File: src/rtl/mcp492x_pkg.sv
// Shared encodings for the MCP4921/MCP4922 SPI DAC controller.
// States, frame bit positions, channel ids and the frame builder.
package mcp492x_pkg;

  typedef enum logic [2:0] {
    IDLE,
    LOAD,
    SHIFT,
    GAP,
    PULSE
  } state_t;

  localparam int FRAME_W  = 16;
  localparam int DATA_W   = 12;
  localparam int BIT_CH   = 15;
  localparam int BIT_BUF  = 14;
  localparam int BIT_GA   = 13;
  localparam int BIT_SHDN = 12;

  localparam logic CH_A = 1'b0;
  localparam logic CH_B = 1'b1;

  function automatic logic [FRAME_W-1:0] make_frame(
    input logic              ch,
    input logic              vref_buf,
    input logic              gain_one,
    input logic              shdn,
    input logic [DATA_W-1:0] data
  );
    logic [FRAME_W-1:0] f;
    f               = '0;
    f[BIT_CH]       = ch;
    f[BIT_BUF]      = vref_buf;
    f[BIT_GA]       = gain_one;
    f[BIT_SHDN]     = ~shdn;
    f[DATA_W-1:0]   = data;
    return f;
  endfunction

endpackage

File: src/rtl/spi_tick_div.sv
// Enable generator: tick every `limit` cycles, restartable by clr.
// Ports: clk, rst_n, clr (sync restart), limit (period), tick (pulse).
module spi_tick_div #(
  parameter int W = 2
) (
  input  logic         clk,
  input  logic         rst_n,
  input  logic         clr,
  input  logic [W-1:0] limit,
  output logic         tick
);

  logic [W-1:0] cnt;

  assign tick = (cnt == limit - W'(1));

  always_ff @(posedge clk or negedge rst_n) begin
    if (!rst_n) begin
      cnt <= '0;
    end else if (clr || tick) begin
      cnt <= '0;
    end else begin
      cnt <= cnt + W'(1);
    end
  end

endmodule

File: src/rtl/mcp492x_dual_dac_ctrl.sv
// SPI master for MCP4921/MCP4922: one buffered sample per channel,
// round-robin 16-bit frames, optional LDAC pulse. Ports: sample
// handshakes (a/b), i_shdn, SPI pins (SPICLK/MOSI/CS/LDAC), o_busy.
module mcp492x_dual_dac_ctrl
  import mcp492x_pkg::*;
#(
  parameter int CLKDIV    = 4,
  parameter int CSGAP     = 2,
  parameter int CHANNELS  = 2,
  parameter bit REFBUFFER = 1'b1,
  parameter bit GAINONE   = 1'b1,
  parameter int LDAC_MODE = 1
) (
  input  logic        CLK,
  input  logic        i_RSTN,
  input  logic [11:0] i_data_a,
  input  logic        i_valid_a,
  output logic        o_ready_a,
  input  logic [11:0] i_data_b,
  input  logic        i_valid_b,
  output logic        o_ready_b,
  input  logic [1:0]  i_shdn,
  output logic        o_SPICLK,
  output logic        o_MOSI,
  output logic        o_CS,
  output logic        o_LDAC,
  output logic        o_busy
);

  localparam int CW = $clog2(CLKDIV * CSGAP) + 1;
  localparam logic [CW-1:0] DIV_LIM = CW'(CLKDIV);
  localparam logic [CW-1:0] GAP_LIM = CW'(CLKDIV * CSGAP);
  localparam bit HAS_B = (CHANNELS == 2);
  localparam bit USE_LDAC = (LDAC_MODE != 0);

  state_t state, nxt;

  logic [1:0]  pend;
  logic [11:0] dat_a, dat_b;
  logic        shdn_a, shdn_b;
  logic        prefer_a;
  logic [15:0] sreg;
  logic        hi_phase;
  logic [3:0]  bit_cnt;
  logic        tick, div_clr, load;
  logic        grant_b;
  logic        acc_a, acc_b;
  logic        clr_a, clr_b;
  logic [CW-1:0] lim;

  assign o_ready_a = ~pend[0];
  assign o_ready_b = HAS_B ? ~pend[1] : 1'b0;
  assign acc_a = i_valid_a & o_ready_a;
  assign acc_b = i_valid_b & o_ready_b;

  // A wins unless B is also waiting and A went last.
  assign grant_b = pend[1] & (~pend[0] | ~prefer_a);
  assign clr_a = load & ~grant_b;
  assign clr_b = load & grant_b;

  assign lim = (state == GAP) ? GAP_LIM : DIV_LIM;
  assign div_clr = (state == IDLE);

  spi_tick_div #(
    .W(CW)
  ) u_div (
    .clk  (CLK),
    .rst_n(i_RSTN),
    .clr  (div_clr),
    .limit(lim),
    .tick (tick)
  );

  always_comb begin
    nxt  = state;
    load = 1'b0;
    unique case (state)
      IDLE: begin
        if (|pend) begin
          nxt  = LOAD;
          load = 1'b1;
        end
      end
      LOAD: begin
        if (tick) nxt = SHIFT;
      end
      SHIFT: begin
        if (tick && !hi_phase && bit_cnt == 4'd15) nxt = GAP;
      end
      GAP: begin
        if (tick) begin
          if (|pend) begin
            nxt  = LOAD;
            load = 1'b1;
          end else if (USE_LDAC) begin
            nxt = PULSE;
          end else begin
            nxt = IDLE;
          end
        end
      end
      PULSE: begin
        if (tick) nxt = IDLE;
      end
      default: nxt = IDLE;
    endcase
  end

  always_ff @(posedge CLK or negedge i_RSTN) begin
    if (!i_RSTN) begin
      state    <= IDLE;
      pend     <= '0;
      dat_a    <= '0;
      dat_b    <= '0;
      shdn_a   <= 1'b0;
      shdn_b   <= 1'b0;
      prefer_a <= 1'b1;
      sreg     <= '0;
      hi_phase <= 1'b0;
      bit_cnt  <= '0;
    end else begin
      state <= nxt;
      pend  <= {(pend[1] & ~clr_b) | acc_b,
                (pend[0] & ~clr_a) | acc_a};
      if (acc_a) begin
        dat_a  <= i_data_a;
        shdn_a <= i_shdn[0];
      end
      if (acc_b) begin
        dat_b  <= i_data_b;
        shdn_b <= i_shdn[1];
      end
      if (load) begin
        sreg <= grant_b
          ? make_frame(CH_B, REFBUFFER, GAINONE, shdn_b, dat_b)
          : make_frame(CH_A, REFBUFFER, GAINONE, shdn_a, dat_a);
        prefer_a <= grant_b;
        hi_phase <= 1'b0;
        bit_cnt  <= '0;
      end else if (state == LOAD && tick) begin
        hi_phase <= 1'b1;
      end else if (state == SHIFT && tick) begin
        hi_phase <= ~hi_phase;
        // Next bit goes out on the SPICLK falling edge.
        if (hi_phase) begin
          sreg <= {sreg[14:0], 1'b0};
        end else begin
          bit_cnt <= bit_cnt + 4'd1;
        end
      end
    end
  end

  assign o_CS     = ~(state == LOAD || state == SHIFT);
  assign o_SPICLK = (state == SHIFT) & hi_phase;
  assign o_MOSI   = ~o_CS & sreg[15];
  assign o_LDAC   = USE_LDAC ? (state != PULSE) : 1'b0;
  assign o_busy   = (state != IDLE);

endmodule
File: config.mk
export PLATFORM = sky130hd
export DESIGN_NAME = mcp492x_dual_dac_ctrl
export DESIGN_NICKNAME = d
export VERILOG_FILES = /design/src/rtl/mcp492x_pkg.sv /design/src/rtl/spi_tick_div.sv /design/src/rtl/mcp492x_dual_dac_ctrl.sv
export SDC_FILE = /design/constraint.sdc
export NUM_CORES = 1
export LEC_CHECK = 0
export CORE_MARGIN = 2
export CORE_UTILIZATION = 48
export CTS_BUF_LIST = sky130_fd_sc_hd__clkbuf_4 sky130_fd_sc_hd__clkbuf_8 sky130_fd_sc_hd__clkbuf_16
export DETAILED_ROUTE_END_ITERATION = 8
export DONT_BUFFER_PORTS = 1
export PLACE_DENSITY = 0.65
export SYNTH_ARGS = -nofsm -noshare
export SYNTH_HDL_FRONTEND = slang
export SYNTH_SLANG_ARGS = --single-unit
File: constraint.sdc
create_clock -name CLK -period 2.15 [get_ports CLK]
set_clock_uncertainty 0.2 [all_clocks]
set_input_delay 0.215 -clock CLK [delete_from_list [all_inputs] [get_ports CLK]]
set_output_delay 0.215 -clock CLK [all_outputs]
set_load 0.005 [all_outputs]
# ---- Word level (Yosys, flattened, before mapping)
# Cells that the tools add are included.
dict set report totals {
  inputBits 30
  wordCells 90
  ff_bits 57
}
dict set report classes {
  reduce_logical 16
  n_eq_ne 14
  n_mux 24
  addsub 3
  n_bitwise 22
}
# op count
set ops {}
lappend ops {{16-bit two-way mux} 5}
lappend ops {{4-bit two-way mux} 6}
lappend ops {{3-bit two-way mux} 6}
lappend ops {{3-bit one-hot mux with 5 select lines} 1}
lappend ops {{2-bit inequality test (second input constant)} 6}
lappend ops {{1-bit NOT} 10}
lappend ops {{1-bit AND} 9}
lappend ops {{4-bit by 1-bit adder with 4-bit output (second input constant)} 2}
lappend ops {{3-bit by 2-bit equality test with 1-bit output (second input constant)} 2}
lappend ops {{3-bit AND reduction} 2}
lappend ops {{3-bit nonzero test} 2}
lappend ops {{1-bit two-way mux} 5}
lappend ops {{5-bit AND reduction} 1}
lappend ops {{4-bit equality test} 1}
lappend ops {{4-bit equality test (second input constant)} 1}
lappend ops {{1-bit logical AND} 4}
lappend ops {{2-bit nonzero test} 2}
lappend ops {{4-bit by 1-bit subtractor with 4-bit output (second input constant)} 1}
lappend ops {{3-bit by 1-bit equality test with 1-bit output (second input constant)} 1}
lappend ops {{3-bit equality test (second input constant)} 1}
lappend ops {{3-bit zero test} 1}
lappend ops {{3-bit inequality test (second input constant)} 1}
lappend ops {{1-bit bitwise OR} 3}
lappend ops {{1-bit logical OR} 2}
lappend ops {{4 further kinds} 4}

# ---- Depth between registers and ports, before layout
dict set report depth {
  depth_word 10
  ltp_mapped 7
  depth_no_buf 5
}

# ---- By module
# From an unflattened synthesis, not the netlist that was laid out.
dict set report hier_totals {
  hier_cells 243
  hier_area_um2 2771.4
}
# module area_per_inst_um2 instances cells_per_inst seq_area_each_um2
set modules_own_cells {}
lappend modules_own_cells {mcp492x_dual_dac_ctrl 2496.1 1 219 1327.5}
lappend modules_own_cells {spi_tick_div 275.3 1 24 100.1}

# ---- Worst setup path before layout
# No wires, ideal clock.
dict set report synth_timing {
  kind {register -> register}
  startpoint {register u_div.cnt[0]}
  endpoint {register bit_cnt[2]}
  period_less_slack_ns 2.124
  path_slack_ns 0.026
  arrival_ns 1.845
  path_buffers 1
  setup_time_ns 0.079
  path_stages_with_launch 7
  path_cell_list {dfrtp_1 -> ha_1 -> or3b_1 -> o32a_2 -> buf_6 -> a2111oi_2 -> mux2i_1}
}
dict set report synth_via {
  elab_chain_len 5
}
# element line_no
set synth_rtl {}
lappend synth_rtl {{start: declaration} spi_tick_div.sv:13} ;# logic [W-1:0] cnt;
lappend synth_rtl {{start signal: assignment} spi_tick_div.sv:23} ;# cnt <= cnt + W'(1);
lappend synth_rtl {{4-bit equality test *} spi_tick_div.sv:15} ;# assign tick = (cnt == limit - W'(1));
lappend synth_rtl {{1-bit two-way mux} mcp492x_dual_dac_ctrl.sv:91} ;# if (tick) begin
lappend synth_rtl {{1-bit one-hot mux with 2 select lines} mcp492x_dual_dac_ctrl.sv:77} ;# unique case (state)
lappend synth_rtl {{2-bit by 1-bit inequality test with 1-bit output (no source line) (tied with other cells)} -}
lappend synth_rtl {{3-bit AND reduction (no source line)} -}
lappend synth_rtl {{end signal: assignment} mcp492x_dual_dac_ctrl.sv:148} ;# bit_cnt <= bit_cnt + 4'd1;
lappend synth_rtl {{end: declaration} mcp492x_dual_dac_ctrl.sv:44} ;# logic [3:0] bit_cnt;
# Mark *: on every way between the ends. The rest lies on a longest branch, timed or not.
# A chain may end at the register's enable or synchronous reset.

# ---- Worst setup path in the final report
dict set report layout_timing {
  startpoint {register u_div.cnt[0]}
  endpoint {register sreg[13]}
}
dict set report layout_via {
  elab_chain_len 5
}
# element line_no
set layout_rtl {}
lappend layout_rtl {{4-bit equality test *} spi_tick_div.sv:15}
lappend layout_rtl {{1-bit two-way mux} mcp492x_dual_dac_ctrl.sv:91}
lappend layout_rtl {{1-bit one-hot mux with 2 select lines} mcp492x_dual_dac_ctrl.sv:77}
lappend layout_rtl {{2-bit inequality test (no source line) / 2-bit nonzero test (equally long branches)} -}
lappend layout_rtl {{3-bit AND reduction (no source line)} -}
lappend layout_rtl {{end signal: assignment} mcp492x_dual_dac_ctrl.sv:134} ;# sreg <= grant_b
lappend layout_rtl {{end signal: assignment} mcp492x_dual_dac_ctrl.sv:146} ;# sreg <= {sreg[14:0], 1'b0};
lappend layout_rtl {{end: declaration} mcp492x_dual_dac_ctrl.sv:42} ;# logic [15:0] sreg;
# Marks and branches as above.

==> impl_metrics.csv <==
group,metric,value,unit
worst_setup_path,required,2.16,ns
cts,ctsHtreeMaxLevel,3,
global_routing,antenna_found_initial,0,
sta,post-route-period-util,98.49,%
worst_setup_path,family_with_the_most_delay_on_the_worst_path,"compound AO/OA/AOI/OAI gates",
worst_setup_path,critical_path_class,"flip-flop to flip-flop",
logic_synthesis,proportion_of_register_bits_with_asynchronous_set_or_reset_after_synthesis,100.0,%
logic_synthesis,synth.distinct_cells,49,
cells_and_area,layout.cells.most_common_list,"dfrtp_1 (53), mux2_2 (38), dlygate4sd3_1 (29)",
drt,detailedRoute.firstPassIterationCount,4,
worst_setup_path,worst-path-buf-inv,0,
floorplanning,row_count,27,
flow_run,max-cap-violations,0,
floorplanning,core_area,5540,um^2
cts,clockBufferDepth,2,
logic_synthesis,yosysTopAreaCellShare,50.72,%
drt,drt-total-wl,5.479,mm
worst_setup_path,cp_max_fanout,5,
worst_setup_path,timing.reg2reg.worst_path_depth,5,
logic_synthesis,netlist_instances,219,
global_routing,grtUsageTotal,19.19,%
sta,rsz0062_at_grt,"yes",
floorplanning,die_w,79.87,um
worst_setup_path,crit_path_cell_trace,"ha_4, or3b_4, o32a_4, and2_1, o32a_2",
drt,post_drt_wl_per_cell,16.07,um
placement,place.gp.congestion,0.8066,
cts,worst_skew_pair.late_latency,0.33,ns
power_and_ir_drop,powerDensity,1528,nW/um^2
logic_synthesis,synth.top_cells.by_area,"dfrtp_1 (51%), mux2_2 (15%), a2bb2oi_2 (4.3%), o22ai_1 (2.9%), nor2_1 (1.6%)",
worst_setup_path,regToRegStartpoint,"u_div.cnt[0]$_DFF_PN0_",
logic_synthesis,syn_area_per_cell,12.61,um^2
floorplanning,ios,37,
sta,slew_headroom,66.37,%
cells_and_area,mostFrequentLayoutCell,"dfrtp_1",
floorplanning,floorplan.initialDensity,49.86,%
logic_synthesis,synth.ff_latch_count,57,
cells_and_area,syn_to_final_growth,28.31,%
global_routing,gr-total-overflow,0,
logic_synthesis,synth.yosys.seq_area_share,51.68,%
logic_synthesis,synth_top_cell_by_area,"dfrtp_1",
power_and_ir_drop,total_power,5415,uW
sta,timing.final.setup_violations,0,
drt,via_per_inst,5.569,
worst_setup_path,start_kind,"flip-flop",
sta,max_slew_violation_count,0,
cts,clk_root_buffer_cell,"clkbuf_8",
worst_setup_path,reg2reg_slack,0.03,ns
power_and_ir_drop,leakage,0.001450,uW
cts,cts_num_sinks,57,
sta,hold_slack,0.2062,ns
cts,cts.reportedPaths.clkPinSlew,0.07,ns
worst_setup_path,crit_cells,5,
drt,post_detailed_route_drc_marker_count,0,
worst_setup_path,critical-path-slowest-cell,"dfrtp_1",
worst_setup_path,worstPathArrival,2.12,ns
logic_synthesis,postSynthNetCount,251,
sta,tightest_slew,0.4992,ns
cells_and_area,nFillCells,432,
logic_synthesis,postSynth.topFlopCell,"dfrtp_1",
drt,antenna_violating_nets_post_route,0,
hold_path,worst_hold_path_type,"input port to asynchronous set/reset pin",
sta,maximum_frequency_from_static_timing_analysis,472.2,MHz
sta,timing.final.crit_period,2.118,ns
worst_setup_path,cpPeakStageDelay,0.40,ns
cells_and_area,finish.instance_area,3545,um^2
cells_and_area,number_of_nets_at_the_end_of_the_flow,296,
placement,placed_cell_area,2898,um^2
global_routing,grt_start_max_net_pins,58,
logic_synthesis,synth_enable_flop_cells,0,
worst_setup_path,critical_path.endpoint_type,"flip-flop",
worst_setup_path,worstReg2RegEnd,"sreg[13]$_DFFE_PN0P_",
floorplanning,die_area,6378,um^2
power_and_ir_drop,peakVddDrop,0.8034,mV
global_routing,grt_pass1_vias,1921,
cells_and_area,antenna_fix_cells,0,
drt,initialDrtViolationCount,87,
cells_and_area,post_route_cells_drive_above_1_share,37.55,%
floorplanning,die_h,79.87,um
sta,final_hold_viol_count,0,
run_status,result_of_the_run,"complete, no violations",
cts,cts_buffers,9,
logic_synthesis,mapped_cell_area,2763,um^2
logic_synthesis,synthesis.yosys.warnings,0,
cells_and_area,fin_util,63.98,%
cts,cts_tree,"done",
global_routing,first_pass_grt_wire_length,9.335,mm
placement,place.detailed.hpwl,3.454,mm
worst_setup_path,timing.critical_path.from,"u_div.cnt[0]$_DFF_PN0_",
worst_setup_path,endpoint,"sreg[13]$_DFFE_PN0P_",
placement,port_buffers,0,
drt,number_of_vias_after_detailed_routing,1899,
## flip-flops by register name, indices dropped and copies added (netlist names), 2 cells and up
name	cells
bit_cnt	4
pend	2
sreg	16
dat_a	12
state	3
u_div.cnt	4
dat_b	12
## per-layer routing
| layer | track usage, % | vias up | routed length (um) | share of wire, % |
|---|---|---|---|---|
| met5 | 0 | - | 0 | 0 |
| met4 | 8.644 | 0 | 83 | 1.5 |
| met3 | 4.299 | 10 | 198 | 3.6 |
| met2 | 28.15 | 40 | 2566 | 47 |
| met1 | 27.20 | 932 | 2630 | 48 |
| li1 | - | 917 | - | - |
## cell usage after synthesis, types with 2 or more instances
| master | number |
|---|---|
| a32o_1 | 2 |
| o22ai_1 | 13 |
| mux2i_1 | 3 |
| nand3_1 | 2 |
| inv_1 | 7 |
| ha_1 | 2 |
| a22o_1 | 3 |
| mux2_2 | 38 |
| o22a_1 | 2 |
| a2bb2oi_1 | 5 |
| or2_2 | 2 |
| nor3_1 | 2 |
| or3_1 | 2 |
| clkbuf_1 | 7 |
| buf_2 | 4 |
| nor2_1 | 12 |
| nand4_1 | 2 |
| nor2b_1 | 5 |
| dfrtp_1 | 56 |
| a2bb2oi_2 | 8 |
| o32a_2 | 3 |
| nand2_1 | 4 |
| a21oi_1 | 5 |
| xnor2_1 | 2 |
| o21ai_0 | 4 |
## report_power, final
group | total [uW] | switching, uW | internal [uW]
logic | 2370 | 1040 | 1330
clock network | 1080 | 419 | 659
registers | 1970 | 379 | 1590
## through the flow
| step | cells | setup slack [ns] | setup TNS (ns) |
|---|---|---|---|
| 2_1_floorplan | 219 | 0.02603 | 0 |
| 3_3_place_gp | 291 | 0.03298 | 0 |
| 3_5_place_dp | 291 | -0.02990 | -0.02990 |
| 4_1_cts | 337 | 0.02504 | 0 |
| 5_1_grt | 341 | -0.03636 | -0.1023 |
| 6_report | 341 | 0.03240 | 0 |
## what timing repair did
item	4_1_cts	5_1_grt
gates cloned	0	2
hold buffers	30	0
pin swaps	0	3
buffers inserted	0	2
endpoints found under the hold margin	85	0
gates resized for setup	4	8
setup endpoints to repair	2	14
## kinds of logic after synthesis
group,share of synthesized area (%)
AND/OR/NAND/NOR,7.971
multiplexers,16.58
flip-flops,51.68
buffers and inverters,4.031
AO/OA/AOI/OAI,17.89
XOR/XNOR,0.9513
adder cells (fa/ha/maj),0.9057
## layout make-up
| type | count | area, um^2 | area share, % |
|---|---|---|---|
| sequential | 57 | 1431 | 40.38 |
| multi-input combinational | 142 | 1295 | 36.53 |
| timing repair buffer | 47 | 488.0 | 13.77 |
| clock buffer | 10 | 131.4 | 3.706 |
| tap | 72 | 90.09 | 2.541 |
| clock inverter | 6 | 82.58 | 2.330 |
| inverter | 7 | 26.28 | 0.7413 |
## worst min-delay path by stage
| stage | start | end | slack (ns) | depth (start not counted) |
|---|---|---|---|---|
| final | i_RSTN | state[0]$_DFFE_PN0P_ | 0.21 | 2 |
| after global routing | i_RSTN | state[0]$_DFFE_PN0P_ | 0.25 | 2 |
| after CTS | i_RSTN | state[0]$_DFFE_PN0P_ | 0.22 | 2 |
| after detailed placement | i_RSTN | pend[1]$_DFF_PN0_ | -0.28 | 0 |
| after global placement | i_RSTN | state[0]$_DFFE_PN0P_ | -0.28 | 0 |
| after floorplan | i_RSTN | bit_cnt[0]$_DFFE_PN0P_ | -0.28 | 0 |
Power figures use the tool's default switching activity.
